==> src/rtl/led_pattern_sequencer.sv <==
// ============================================================================
// led_pattern_sequencer : prescaled 8-LED ring/bounce/blink pattern generator
// Rev 1.0
// ============================================================================
`default_nettype none

module led_pattern_sequencer #(
   parameter int unsigned CLK_DIV = 4
) (
   input  logic       clk_i,
   input  logic       sys_rst_i,
   input  logic       run_i,
   input  logic [1:0] mode_i,
   input  logic       mode_valid_i,
   output logic       mode_ready_o,
   output logic [7:0] led_o,
   output logic       step_o
);

   localparam int unsigned     CNT_W   = (CLK_DIV > 1) ? $clog2(CLK_DIV) : 1;
   localparam logic [CNT_W-1:0] CNT_MAX = CNT_W'(CLK_DIV - 1);

   localparam logic [1:0] MODE_RING   = 2'b00;
   localparam logic [1:0] MODE_BOUNCE = 2'b01;
   localparam logic [1:0] MODE_BLINK  = 2'b10;

   typedef enum logic [2:0] {
      ST_IDLE     = 3'd0,
      ST_RING     = 3'd1,
      ST_BOUNCE_L = 3'd2,
      ST_BOUNCE_R = 3'd3,
      ST_BLINK    = 3'd4
   } state_t;

   logic [CNT_W-1:0] presc_cnt;
   logic             tick;
   logic             accept;
   logic             apply;
   logic             pend_valid;
   logic [1:0]       pend_mode;
   state_t           state;
   state_t           state_nxt;
   logic [7:0]       led_nxt;
   logic             step_nxt;

   assign tick         = run_i && (presc_cnt == CNT_MAX);
   assign mode_ready_o = !pend_valid;
   assign accept       = mode_valid_i && mode_ready_o;
   // A request only becomes pending after its accept edge, so a request
   // accepted in a tick cycle naturally waits for the following tick.
   assign apply        = tick && pend_valid;

   always_ff @(posedge clk_i) begin
      if (sys_rst_i) begin
         presc_cnt <= '0;
      end else if (run_i) begin
         if (presc_cnt == CNT_MAX) begin
            presc_cnt <= '0;
         end else begin
            presc_cnt <= presc_cnt + CNT_W'(1);
         end
      end
   end

   always_ff @(posedge clk_i) begin
      if (sys_rst_i) begin
         pend_valid <= 1'b0;
         pend_mode  <= 2'b00;
      end else if (apply) begin
         pend_valid <= 1'b0;
      end else if (accept) begin
         pend_valid <= 1'b1;
         pend_mode  <= mode_i;
      end
   end

   always_ff @(posedge clk_i) begin
      if (sys_rst_i) begin
         state  <= ST_IDLE;
         led_o  <= 8'h00;
         step_o <= 1'b0;
      end else begin
         state  <= state_nxt;
         led_o  <= led_nxt;
         step_o <= step_nxt;
      end
   end

   always_comb begin
      state_nxt = state;
      led_nxt   = led_o;
      step_nxt  = 1'b0;
      if (apply) begin
         step_nxt = 1'b1;
         case (pend_mode)
            MODE_RING: begin
               state_nxt = ST_RING;
               led_nxt   = 8'h01;
            end
            MODE_BOUNCE: begin
               state_nxt = ST_BOUNCE_L;
               led_nxt   = 8'h01;
            end
            MODE_BLINK: begin
               state_nxt = ST_BLINK;
               led_nxt   = 8'hFF;
            end
            default: begin
               state_nxt = ST_IDLE;
               led_nxt   = 8'h00;
            end
         endcase
      end else if (tick) begin
         case (state)
            ST_RING: begin
               led_nxt  = {led_o[6:0], led_o[7]};
               step_nxt = 1'b1;
            end
            ST_BOUNCE_L: begin
               step_nxt = 1'b1;
               // Turning at the end keeps each end lit for exactly one tick.
               if (led_o == 8'h80) begin
                  led_nxt   = 8'h40;
                  state_nxt = ST_BOUNCE_R;
               end else begin
                  led_nxt = led_o << 1;
               end
            end
            ST_BOUNCE_R: begin
               step_nxt = 1'b1;
               if (led_o == 8'h01) begin
                  led_nxt   = 8'h02;
                  state_nxt = ST_BOUNCE_L;
               end else begin
                  led_nxt = led_o >> 1;
               end
            end
            ST_BLINK: begin
               led_nxt  = ~led_o;
               step_nxt = 1'b1;
            end
            ST_IDLE: begin
               led_nxt = 8'h00;
            end
            default: begin
               state_nxt = ST_IDLE;
               led_nxt   = 8'h00;
            end
         endcase
      end
   end

endmodule

`default_nettype wire
==> config.mk <==
export PLATFORM = sky130hd
export DESIGN_NAME = led_pattern_sequencer
export DESIGN_NICKNAME = d
export VERILOG_FILES = /design/src/rtl/led_pattern_sequencer.sv
export SDC_FILE = /design/constraint.sdc
export NUM_CORES = 1
export LEC_CHECK = 0
export ABC_AREA = 1
export CAP_MARGIN = 20
export CORE_MARGIN = 2
export CORE_UTILIZATION = 53
export CTS_BUF_LIST = sky130_fd_sc_hd__clkbuf_2 sky130_fd_sc_hd__clkbuf_4 sky130_fd_sc_hd__clkbuf_8
export CTS_CLUSTER_DIAMETER = 30
export DETAILED_ROUTE_END_ITERATION = 10
export GPL_ROUTABILITY_DRIVEN = 0
export PLACE_DENSITY = 0.82
export SLEW_MARGIN = 20
export SYNTH_ARGS = -nofsm -noshare
export SYNTH_HDL_FRONTEND = slang
export SYNTH_SLANG_ARGS = --single-unit
export TNS_END_PERCENT = 100
==> constraint.sdc <==
create_clock -name clk_i -period 1.6 [get_ports clk_i]
set_input_delay 0.24 -clock clk_i [delete_from_list [all_inputs] [get_ports clk_i]]
set_output_delay 0.24 -clock clk_i [all_outputs]
set_load 0.01 [all_outputs]
==> summary.md, run 1 <==
| Metric | Value |
|---|---|
| Status | `finished clean` |
| Cell Area, Synth | `0.00103 sq mm` |
| Final WS setup | `0.0795 ns` |
| WP data required | `1.36 ns` |
| Total GRT Usage | `0.239` |
| CTS clk-pin slew, worst paths | `0.10 ns` |
| Core box area | `0.00178 sq mm` |
| Gate count of the mapped netlist | `160` |
| Avg Cell Area, Syn | `6.43 sq um` |
| Layout cells sized above 1 | `0.165` |
| Max incr delay on CP | `0.57 ns` |
| Fin util | `0.714` |
| Worst setup EP type | `output port` |
| Clk_lat worst skew | `0.29 ns` |
| Max Cap Viol | `0` |
| Sequence of cells on the critical path | `clkdlybuf4s50_1` |
| Critical R2R Launch | `presc_cnt[0]` |
| Yosys reg bits | `17` |
| Hold path cells | `2` |
| DIE AREA | `0.00231 sq mm` |
| Vias in the first global route | `899` |
| Synth cell count leaders | `33 x nand2_1, 19 x a21oi_1, 18 x nor2_1, 17 x dfxtp_1, 17 x inv_1` |
| First-pass GRT wire length | `3860 um` |
| Number of CTS-inserted buffers | `3` |
| Detail Placement HPWL | `1830 um` |
| Site Rows | `15` |
| Die width | `48.1 um` |
| Final Net Count | `190` |
| TNS Setup | `0 ns` |
| Ports | `16` |
| Placed Cells | `203` |
| Slowest-stage cell, CP | `clkdlybuf4s50_1` |
| Top FF cell, synth | `dfxtp_1` |
| Least-Margin Pin Slew | `0.366 ns` |
| Avg WL per Cell | `11.5 um` |
| Count of final max-slew check failures | `0` |
| Final setup vio count | `0` |
| Hold_sp | `pend_mode[0]` |
| Non-filler cells, final | `207` |
| Final hold slack | `0.525 ns` |
| Minimum clock period | `1.52 ns` |
| Pre-CTS setup slack | `-0.0603 ns` |
| Synthesized Nets | `167` |
| Starting DRT DRC Count | `39` |
| Hold_buf cts | `0` |
| Post-synth EDFFs | `0` |
| Routed vias/inst | `5.35` |
| Crit-path max FO | `6` |
| CP bufs+invs | `1` |
| Leakage power | `0.531 nW` |
| Routed Antenna Nets | `0` |
| Clock tree from TritonCTS | `built` |
| Min-Delay Endpoint | `pend_mode[0]` |
| Final WL | `2380 um` |
| Vias | `1,108` |
| Unique masters post-synth | `24` |
| Clk_skew | `0.00602 ns` |
| Final hold viol count | `0` |
| 1st-pass router iterations | `4` |
| Die H | `48.1 um` |
| CP delay by family, top | `buffers and inverters` |
| VDD IR max | `0.000584 V` |
| R2r setup slk | `0.24 ns` |
| Final Cycle Share | `0.950` |
| IO Port Bufs | `15` |
| Register area | `343 sq um` |
| Post-synth ARST share | `0` |
| CTS sink cnt | `17` |
| Crit Path Class | `flip-flop to output port` |
| Synth top area share | `0.331` |
| Biggest area consumer among synthesized cells | `dfxtp_1` |
| Synth area leaders | `dfxtp_1 33%, nand2_1 12%, a21oi_1 9.2%, o21ai_0 7.3%, nor2_1 6.6%` |
| CTS Buffer Depth | `2` |
| Startpoint class of the critical path | `flip-flop` |
| # diodes | `0` |
| Gr ovfl total | `0` |
| Pin count of the biggest net entering global routing | `15` |
| Register area share after synthesis | `0.331` |
| Worst slew margin | `0.755` |
| Clock root buffer | `clkbuf_4` |
| Initial Util | `0.577` |
| Drt drc | `0` |
| R2R Path End | `state[1]` |
| Most numerous cell in the Yosys netlist | `nand2_1` |
| Maximum clock rate | `658 MHz` |
| Pwr/cell area | `640 mW/mm^2` |
| RSZ-0062 raised after global routing | `false` |
| Reg2Reg Depth | `10` |
| Initial antenna violation count | `0` |
| Critical Path AT | `1.28 ns` |
| Synthesis-to-finish area growth | `23.8%` |
| YS warnings | `0` |
| Hold Crit Class | `flip-flop to flip-flop` |
| H-tree levels | `1` |
| Multi-input logic area | `592 sq um` |
| Fill cells | `147` |
## worst max-delay path by stage
stage                     to    startpoint  slack (ns)  depth (start not counted)
floorplan           state[1]  presc_cnt[0]        0.29                         10
global placement    led_o[5]         run_i      -0.009                          7
detailed placement  led_o[5]         run_i       -0.06                          7
CTS                 led_o[7]      led_o[7]        0.03                          1
global route        led_o[5]      led_o[5]       0.005                          1
finish              led_o[5]      led_o[5]        0.08                          1
## state kept, by name, summed over array words and instances, names as in the netlist
register and cells:
led_o 8, step_o 1, pend_valid 1, pend_mode 2, state 3, presc_cnt 2
## report_power, final
| part | internal [mW] | total [mW] | switching [mW] |
|---|---|---|---|
| combinational | 0.0523 | 0.112 | 0.0598 |
| clock | 0.114 | 0.243 | 0.129 |
| sequential | 0.441 | 0.459 | 0.0180 |
| total | 0.608 | 0.815 | 0.207 |
## area by class of cell
type                            count  share of cell area
Timing Repair Buffer               21               0.155
Multi-Input combinational cell    119               0.465
Clock buffer                        4              0.0236
Sequential cell                    17               0.269
Inverter                           21              0.0629
Tap cell                           25              0.0246
## what timing repair did
| action | in CTS | in global routing |
|---|---|---|
| endpoints found under the setup margin | 1 | 10 |
| setup buffers | 0 | 0 |
| cloned | 0 | 0 |
| endpoints found under the hold margin | 0 | 0 |
| resized for setup | 1 | 4 |
## cell usage in the layout (no fill, tap or decap), types with 6 or more instances in the layout
cell type | Yosys | routed
inv_1 | 17 | 16
o21ai_0 | 15 | 15
dfxtp_1 | 17 | 15
o21ai_1 | 8 | 8
nand2_1 | 33 | 33
nor2_1 | 18 | 17
clkdlybuf4s50_1 | 0 | 14
buf_4 | 0 | 6
a21oi_1 | 19 | 19
nand3_1 | 6 | 6
## stage by stage
step                total power, mW  instance area, sq um
floorplan                     0.532                  1030
global placement              0.577                  1240
detailed placement            0.581                  1240
CTS                           0.821                  1270
global route                  0.858                  1270
finish                        0.815                  1270
## cell families (layout without fill, tap and decap cells)
group / after synthesis / count (layout) / synth area share
buf+inv: 24 / 46 / 0.0961
xor+xnor: 1 / 1 / 0.00852
fa+ha+maj: 1 / 1 / 0.0122
simple gates: 73 / 73 / 0.332
flops: 17 / 17 / 0.331
compound gates: 44 / 44 / 0.220
## metal layers
| layer | up-vias | track usage | wire length (um) |
|---|---|---|---|
| li1 | 569 | - | - |
| met1 | 484 | 0.339 | 1070 |
| met2 | 51 | 0.349 | 1100 |
| met3 | 4 | 0.0642 | 177 |
| met4 | 0 | 0.0811 | 27 |
| met5 | - | 0 | 0 |
(Power assumes the default switching activity.)
==> run 2, diff against run 1 <==
CORE_ASPECT_RATIO = 1.2   (was unset)
==> run 2 against run 1 <==
- non-clock buffer count up 1
- sequential share of layout area down 0.33 points
- count of clock-buffer cells in the layout unchanged
- critical path depth unchanged
- wire length down 0.17%
- final area up 0.88%
- via count up 1.3%
- critical endpoint is now led_o[0]
- first-iteration DRC count down 41%
- setup slack worse by 0.017 ns
- global-route usage up 0.64 points
- sequential power about the same
==> summary.md, run 2 (synthesized netlist as in run 1, its figures left out) <==
| Metric | Value |
|---|---|
| Detail Placement HPWL | `1810 um (-0.65%)` |
| Clk_lat worst skew | `0.29 ns (about the same)` |
| Count of final max-slew check failures | `0 (unchanged)` |
| Biggest regs | `led_o: 8 flops, state: 3 flops` |
| Critical Path AT | `1.30 ns (+0.02 ns)` |
| Vias | `1,122 (+1.3%)` |
| Maximum clock rate | `650 MHz (-1.1%)` |
| Slowest-stage cell, CP | `clkdlybuf4s50_1` |
| Drt drc | `0 (unchanged)` |
| Minimum clock period | `1.54 ns (+0.0173 ns)` |
| DIE AREA | `0.00231 sq mm (about the same)` |
| TNS Setup | `0 ns (unchanged)` |
| CP bufs+invs | `1 (unchanged)` |
| CTS clk-pin slew, worst paths | `0.09 ns (about the same)` |
| Clock root buffer | `clkbuf_4` |
| Wire length on met1 | `986 um (-8.2%)` |
| Final hold viol count | `0 (unchanged)` |
| Least-Margin Pin Slew | `0.384 ns (+0.0179 ns)` |
| Clock tree from TritonCTS | `built` |
| Fill cells | `148 (+0.68%)` |
| Pre-CTS setup slack | `-0.0825 ns (-0.0222 ns)` |
| Worst slew margin | `0.744 (-0.0120)` |
| Synthesis-to-finish area growth | `24.9%` |
| Initial Util | `0.562 (-0.0146)` |
| Max Cap Viol | `0 (unchanged)` |
| Ports | `16 (unchanged)` |
| Routed vias/inst | `5.55 (+3.8%)` |
| Avg WL per Cell | `11.8 um (+2.3%)` |
| Detail Route met3 WL | `110 um (-38%)` |
| Clk_skew | `0.00235 ns (-0.00368 ns)` |
| Most frequent cells in the layout | `33 x nand2_1, 19 x a21oi_1, 17 x nor2_1, 16 x inv_1, 16 x dfxtp_1` |
| Fin util | `0.702 (-0.0119)` |
| Routed Antenna Nets | `0 (unchanged)` |
| CTS Buffer Depth | `2 (unchanged)` |
| Crit-path max FO | `6 (unchanged)` |
| Worst setup EP type | `output port` |
| Layout cells sized above 1 | `0.164 (-0.000901)` |
| Crit Path Class | `flip-flop to output port` |
| VDD IR max | `0.000516 V (-12%)` |
| Hold Crit Class | `flip-flop to flip-flop` |
| Final Cycle Share | `0.961 (+0.0108)` |
| Power Total | `816 uW (+0.19%)` |
| RSZ-0062 raised after global routing | `false` |
| WP data required | `1.36 ns (about the same)` |
| Status | `finished clean` |
| Die H | `52.3 um (+8.8%)` |
| Final WS setup | `0.0622 ns (-0.0173 ns)` |
| Pin count of the biggest net entering global routing | `15 (unchanged)` |
| Setup bufs post-CTS | `0 (unchanged)` |
| Biggest register | `led_o` |
| Hold_buf cts | `0 (unchanged)` |
| # diodes | `0 (unchanged)` |
| Vias in the first global route | `1,005 (+12%)` |
| Max FFs per register | `8 (unchanged)` |
| Commonest non-fill, non-tap cell in the layout | `nand2_1` |
| IO Port Bufs | `15 (unchanged)` |
| Sequence of cells on the critical path | `clkdlybuf4s50_1` |
| Initial antenna violation count | `0 (unchanged)` |
| Reg2Reg Depth | `10 (unchanged)` |
| Starting DRT DRC Count | `23 (-41%)` |
| Hold path cells | `2 (unchanged)` |
| Final WL | `2370 um (-0.17%)` |
| Pwr/cell area | `635 mW/mm^2 (-0.68%)` |
| 1st-pass router iterations | `4 (unchanged)` |
| Leakage power | `0.542 nW (+2.2%)` |
| Site Rows | `17 (+2)` |
| Gr ovfl total | `0 (unchanged)` |
| H-tree levels | `1 (unchanged)` |
| Max incr delay on CP | `0.57 ns (about the same)` |
| Total GRT Usage | `0.246 (+0.00645)` |
| Core box area | `0.00183 sq mm (+2.6%)` |
| Final setup vio count | `0 (unchanged)` |
| CTS sink cnt | `17 (unchanged)` |
| Met2 routed WL | `1240 um (+13%)` |
| First-pass GRT wire length | `4200 um (+8.8%)` |
| Number of CTS-inserted buffers | `3 (unchanged)` |
| Top Layer Used | `met4` |
| Startpoint class of the critical path | `flip-flop` |
| Cell count along the critical path | `1 (unchanged)` |
| CP delay by family, top | `buffers and inverters` |
| Final Net Count | `191 (+0.53%)` |
| Die width | `44.2 um (-8.0%)` |
-- run 2: cell count changes in the layout (fill, tap and decap cells not counted) --
| cell | change |
|---|---|
| buf_12 | +1 |
| dfxtp_1 | +1 |
| dfxtp_2 | -1 |
-- run 2: area by class of cell --
cell class | count | area [sq um] | share of cell area
Sequential cell | 17 | 342 | 0.266
Clock buffer | 4 | 30.0 | 0.0234
Inverter | 21 | 80.1 | 0.0623
Multi-Input combinational cell | 119 | 592 | 0.461
Timing Repair Buffer | 22 | 218 | 0.169
Tap cell | 19 | 23.8 | 0.0185
-- run 2: worst paths after layout --
| check | from | endpoint | slack, ns |
|---|---|---|---|
| setup / recovery | led_o[0] | led_o[0] | 0.06 |
| hold / removal | pend_mode[0] | pend_mode[0] | 0.51 |
| setup reg to reg | presc_cnt[0] | state[1] | 0.22 |
| hold reg to reg | pend_mode[0] | pend_mode[0] | 0.51 |
-- run 2: routing by layer --
metal / GRT usage / up-vias
li1: - / 570
met1: 0.300 / 513
met2: 0.431 / 33
met3: 0.0207 / 6
met4: 0.106 / 0
met5: 0 / -
-- run 2: report_power, final --
group / switching, mW / internal (mW)
logic: 0.0602 / 0.0527
registers: 0.0177 / 0.441
clock network: 0.130 / 0.114
total: 0.208 / 0.608
-- run 2: repair_timing --
action                                  CTS  global route
endpoints found under the hold margin     0             0
cloned                                    0             0
endpoints found under the setup margin    1             9
gates resized for setup                   1             3
-- run 2: metrics by stage --
stage	hold WS [ns]	cell area [sq um]	instances
2_1_floorplan	0.309	1030	160
3_3_place_gp	0.503	1250	198
3_5_place_dp	0.505	1250	198
4_1_cts	0.519	1280	202
5_1_grt	0.539	1280	202
6_report	0.513	1280	202
